[src/rtl/gray_step_monitor.sv]
// Gray step monitor: decodes each accepted Gray word back to binary and checks that
// consecutive samples differ by one bit, tracking direction, error totals and lock state.
module gray_step_monitor #(
  parameter int unsigned WIDTH     = 4,
  parameter int unsigned ERR_LIMIT = 3,
  parameter int unsigned RELOCK    = 2,
  parameter int unsigned CNT_W     = 8
) (
  input  logic             clk,
  input  logic             reset,
  input  logic [WIDTH-1:0] G,
  input  logic             G_valid,
  input  logic             clr,
  output logic [WIDTH-1:0] bin,
  output logic             bin_valid,
  output logic             step_err,
  output logic             dir,
  output logic             locked,
  output logic [CNT_W-1:0] err_count
);

  localparam int unsigned RunMax = (ERR_LIMIT > RELOCK) ? ERR_LIMIT : RELOCK;
  localparam int unsigned RunW   = $clog2(RunMax + 1);

  typedef enum logic [1:0] {StEmpty, StTrack, StFault} state_e;

  state_e            state_q, state_d;
  logic [WIDTH-1:0]  g_prev_q, g_prev_d;
  logic [WIDTH-1:0]  bin_q, bin_d;
  logic              bin_valid_q, bin_valid_d;
  logic              step_err_q, step_err_d;
  logic              dir_q, dir_d;
  logic              locked_q, locked_d;
  logic [CNT_W-1:0]  err_count_q, err_count_d;
  logic [RunW-1:0]   err_run_q, err_run_d;
  logic [RunW-1:0]   good_run_q, good_run_d;

  logic [WIDTH-1:0]  bin_new;
  logic [WIDTH-1:0]  bin_inc;
  logic [WIDTH-1:0]  diff;
  logic              is_repeat;
  logic              is_legal;
  logic [RunW-1:0]   err_run_inc;
  logic [RunW-1:0]   good_run_inc;
  logic [CNT_W-1:0]  err_count_inc;

  function automatic logic [WIDTH-1:0] gray2bin(input logic [WIDTH-1:0] g);
    logic [WIDTH-1:0] b;
    b[WIDTH-1] = g[WIDTH-1];
    for (int i = int'(WIDTH) - 2; i >= 0; i--) begin
      b[i] = b[i+1] ^ g[i];
    end
    return b;
  endfunction

  assign bin_new   = gray2bin(G);
  assign bin_inc   = bin_q + {{(WIDTH-1){1'b0}}, 1'b1};
  assign diff      = G ^ g_prev_q;
  assign is_repeat = (diff == '0);
  assign is_legal  = $onehot(diff);

  // Run counters saturate at their limits so long runs cannot wrap back to zero.
  assign err_run_inc   = (err_run_q >= RunW'(ERR_LIMIT)) ? err_run_q : err_run_q + RunW'(1);
  assign good_run_inc  = (good_run_q >= RunW'(RELOCK)) ? good_run_q : good_run_q + RunW'(1);
  assign err_count_inc = (err_count_q == '1) ? err_count_q : err_count_q + CNT_W'(1);

  always_comb begin
    state_d     = state_q;
    g_prev_d    = g_prev_q;
    bin_d       = bin_q;
    bin_valid_d = 1'b0;
    step_err_d  = 1'b0;
    dir_d       = dir_q;
    err_count_d = err_count_q;
    err_run_d   = err_run_q;
    good_run_d  = good_run_q;

    if (clr) begin
      state_d     = StEmpty;
      err_count_d = '0;
      err_run_d   = '0;
      good_run_d  = '0;
    end else if (G_valid) begin
      g_prev_d    = G;
      bin_d       = bin_new;
      bin_valid_d = 1'b1;
      case (state_q)
        StTrack, StFault: begin
          if (is_repeat) begin
            // Repeat: nothing but the pulse.
          end else if (is_legal) begin
            dir_d      = (bin_new == bin_inc);
            err_run_d  = '0;
            good_run_d = good_run_inc;
            if (state_q == StFault && good_run_inc >= RunW'(RELOCK)) begin
              state_d = StTrack;
            end
          end else begin
            step_err_d  = 1'b1;
            err_count_d = err_count_inc;
            err_run_d   = err_run_inc;
            good_run_d  = '0;
            if (state_q == StTrack && err_run_inc >= RunW'(ERR_LIMIT)) begin
              state_d = StFault;
            end
          end
        end
        default: state_d = StTrack;
      endcase
    end

    locked_d = (state_d == StTrack);
  end

  always_ff @(posedge clk or posedge reset) begin
    if (reset) begin
      state_q     <= StEmpty;
      g_prev_q    <= '0;
      bin_q       <= '0;
      bin_valid_q <= 1'b0;
      step_err_q  <= 1'b0;
      dir_q       <= 1'b1;
      locked_q    <= 1'b0;
      err_count_q <= '0;
      err_run_q   <= '0;
      good_run_q  <= '0;
    end else begin
      state_q     <= state_d;
      g_prev_q    <= g_prev_d;
      bin_q       <= bin_d;
      bin_valid_q <= bin_valid_d;
      step_err_q  <= step_err_d;
      dir_q       <= dir_d;
      locked_q    <= locked_d;
      err_count_q <= err_count_d;
      err_run_q   <= err_run_d;
      good_run_q  <= good_run_d;
    end
  end

  assign bin       = bin_q;
  assign bin_valid = bin_valid_q;
  assign step_err  = step_err_q;
  assign dir       = dir_q;
  assign locked    = locked_q;
  assign err_count = err_count_q;

endmodule

[config.mk]
export PLATFORM = sky130hd
export DESIGN_NAME = gray_step_monitor
export DESIGN_NICKNAME = d
export VERILOG_FILES = /design/src/rtl/gray_step_monitor.sv
export SDC_FILE = /design/constraint.sdc
export NUM_CORES = 1
export LEC_CHECK = 0
export BUFFER_PORTS_ARGS = -buffer_cell sky130_fd_sc_hd__buf_2
export CAP_MARGIN = 20
export CORE_MARGIN = 3
export CORE_UTILIZATION = 55
export CTS_CLUSTER_DIAMETER = 60
export DETAILED_ROUTE_END_ITERATION = 12
export GPL_ROUTABILITY_DRIVEN = 0
export PLACE_DENSITY = 0.78
export SLEW_MARGIN = 10
export SYNTH_ARGS = -nofsm -noshare
export SYNTH_HDL_FRONTEND = slang
export SYNTH_SLANG_ARGS = --single-unit
[constraint.sdc]
create_clock -name clk -period 3.2 [get_ports clk]
set_input_delay 0.64 -clock clk [delete_from_list [all_inputs] [get_ports clk]]
set_output_delay 0.64 -clock clk [all_outputs]
set_load 0.01 [all_outputs]
==> results.toml <==
[route]
drc = 0
drtPass1Iterations = 5
via_count = 1146
drt_iter0_drc = 36
wirelength_microns = 2780
postRouteAntennaNets = 0
wl_per_cell_microns = 13.8
avgViaCountPerCell = 5.67

[global_route]
grt.total_usage_pct = 18.9
antenna_found_initial = 0
grt_pass1_vias = 1080
overflow = 0
grt_max_degree = 26
grt_pass1_wl_microns = 4730

[cts]
clock-sinks = 25
cts_setup_buffers = 0
cts_tree = "done"
clock_latency_ns = 0.33
h-tree-depth = 1
clockBufferDepth = 2
clk_pin_slew_ns = 0.14
ctsRootBufferMaster = "clkbuf_4"
hold_buffers = 0
ctsResizeCount = 0
numCtsBuffers = 3

[final_layout]
num-nets-final = 192
syn2layout_area_growth_pct = 11.8
register_area_sq_um = 627
final_cells = 202
fillers = 192
utilization_pct = 68.2
drive_gt1_share_pct = 19.0
multiInputGateArea_sq_um = 712
antennaDiodeCount = 0

[logic_synthesis]
syn_area_sq_um = 1410
synth_cell_type_count = 34
synth_flop_cell = "dfrtp_1"
synthTopCellsByArea = "dfrtp_1, xnor2_1, ha_1"
synth.top_cell.area_share_pct = 42.5
avgSynthCellArea_sq_um = 9.49
synth_edf_count = 0
ys_ff_latch = 25
synth-seq-area-share_pct = 44.3
ys_warn_count = 0
postSynth.asyncResetShare_pct = 100
netlist_instances = 149
syn_nets = 166
yosys.area.top_type = "dfrtp_1"

[timing]
setup_tns_ns = 0
maxSlewViolCount = 0
min_period_ns = 2.82
worstMarginPinSlew_ns = 0.899
finalSetupViolCount = 0
min_period_over_period_pct = 88.0
rsz0062_at_grt = "no"
max_freq_mhz = 355
layout_setup_ws_ns = 0.384
max-slew-margin-rel_pct = 40.0
finalHoldViolations = 0
finClkSkew_ns = 0.00412

[critical_path]
slowest_delay_ns = 0.47
crit_fanout = 8
r2r_setup_slack_ns = 0.39
cp-end-kind = "flip-flop"
reg2reg_from = "g_prev_q[0]"
cp.depth = 12
path_cells = "buf_2 > xnor2_1 > inv_1 > fa_1 > ha_1 > ha_1 > or3b_1 > nand2_1 > buf_4 > a2111oi_2 > xnor2_1 > nor2_1"
cp.arrival_ns = 3.04
path_delay_family = "adder cells"
crit_path_start_kind = "primary input"
reg2reg_depth = 11
slowest_stage = "fa_1"
crit_type = "in -> reg"
required_ns = 3.43
critPathBufInv = 3
worstSetupEndpoint = "err_count[2]"
rr_endpoint = "err_count[2]"
crit_path_start = "G[0]"

[pwr]
leakagePower_nw = 0.757
peakVddDrop_mv = 0.365
powerDensity_nw_per_um2 = 476

[die]
dieArea_sq_um = 3210
dieWidth_microns = 56.7
die_h_microns = 56.7
start_util_pct = 61.0
rows = 17
coreArea_sq_um = 2320
io-pin-count = 24

[placed_design]
post-place-ws_ns = 0.00394
dp_cells = 198
dp_hpwl_microns = 2140
io_buffer_count = 23

[run]
maxCapViolations = 0

[outcome]
status = "finished, final reports clean"

[hold_path]
hold_class = "in -> async"
kinds of logic after synthesis:
family / after synthesis / share of synthesized area [%]
AND/OR/NAND/NOR: 58 / 18.0
flip-flops: 25 / 44.3
AO/OA/AOI/OAI: 21 / 11.0
XOR/XNOR: 17 / 11.5
buffers and inverters: 17 / 5.31
adder cells (fa/ha/maj): 9 / 8.50
multiplexers: 2 / 1.42
how the worst min path moves through the flow:
stage / endpoint / slack (ns) / from
global placement: dir / 0.46 / dir
detailed placement: dir / 0.46 / dir
finish: err_count[1] / 0.48 / reset
CTS: dir / 0.48 / dir
floorplan: g_prev_q[1] / 0.47 / g_prev_q[1]
global route: dir / 0.51 / dir
flip-flops by register name, indices dropped and copies added, names as in the netlist:
name / flops
err_run_q: 2
good_run_q: 2
state_q: 2
bin: 3
g_prev_q: 4
err_count: 8
dir: 1
step_err: 1
locked: 1
bin_valid: 1
synth_stat cells, drive strengths merged (2+ instances only):
| library cell | n |
|---|---|
| a211oi | 2 |
| a21oi | 5 |
| a31o | 2 |
| a31oi | 3 |
| buf | 2 |
| clkbuf | 2 |
| dfrtp | 24 |
| ha | 8 |
| inv | 13 |
| mux2i | 2 |
| nand2 | 26 |
| nand3 | 2 |
| nand4 | 2 |
| nor2 | 16 |
| nor3 | 4 |
| nor4 | 4 |
| o2111ai | 2 |
| o21ai | 3 |
| xnor2 | 14 |
| xor2 | 2 |
area by class of cell:
type,instances,area share (%)
Multi-Input combinational cell,107,45.1
Sequential cell,25,39.7
Timing Repair Buffer,25,8.23
Inverter,13,3.09
Tap cell,28,2.22
Clock buffer,3,1.43
Clock inverter,1,0.317
routing by layer:
metal  GRT usage (%)  vias to the layer above  routed length, microns  share of wire [%]
met3            2.76                        4                     110                4.0
met5               0                        -                       0                  0
met2            32.3                       26                    1370                 49
met4            8.14                        0                      53                1.9
li1                -                      552                       -                  -
met1            23.4                      564                    1250                 45
where the power goes:
| part | internal [mW] | switching, mW | leakage [nW] |
|---|---|---|---|
| sequential | 0.344 | 0.0224 | 0.327 |
| combinational | 0.102 | 0.140 | 0.412 |
| clock | 0.0469 | 0.0980 | 0.0177 |
| total | 0.492 | 0.260 | 0.757 |
through the flow:
step	power (mW)	cell area (sq um)	hold WS (ns)
floorplan	0.544	1410	0.466
global placement	0.600	1550	0.460
detailed placement	0.613	1550	0.461
CTS	0.760	1580	0.479
global route	0.807	1580	0.514
finish	0.753	1580	0.479
worst reg2reg max path: cells and delay by family, from the launching register on:
| kind | cells | cell delay [ns] |
|---|---|---|
| compound gates | 1 | 0.39 |
| xor+xnor | 2 | 0.38 |
| flops | 1 | 0.41 |
| buf+inv | 2 | 0.26 |
| simple gates | 3 | 0.32 |
| fa+ha+maj | 3 | 0.94 |
cell usage in the layout, fill, tap and decap left out, drive strengths merged, types with 3 or more instances in the layout:
master,netlist,final
nor2,16,16
inv,13,13
xnor2,14,14
dfrtp,24,24
o21ai,3,3
nand2,26,26
buf,2,25
ha,8,8
nor3,4,4
a31oi,3,3
nor4,4,4
a21oi,5,5
clkbuf,2,3
Power figures use the tool's default switching activity.
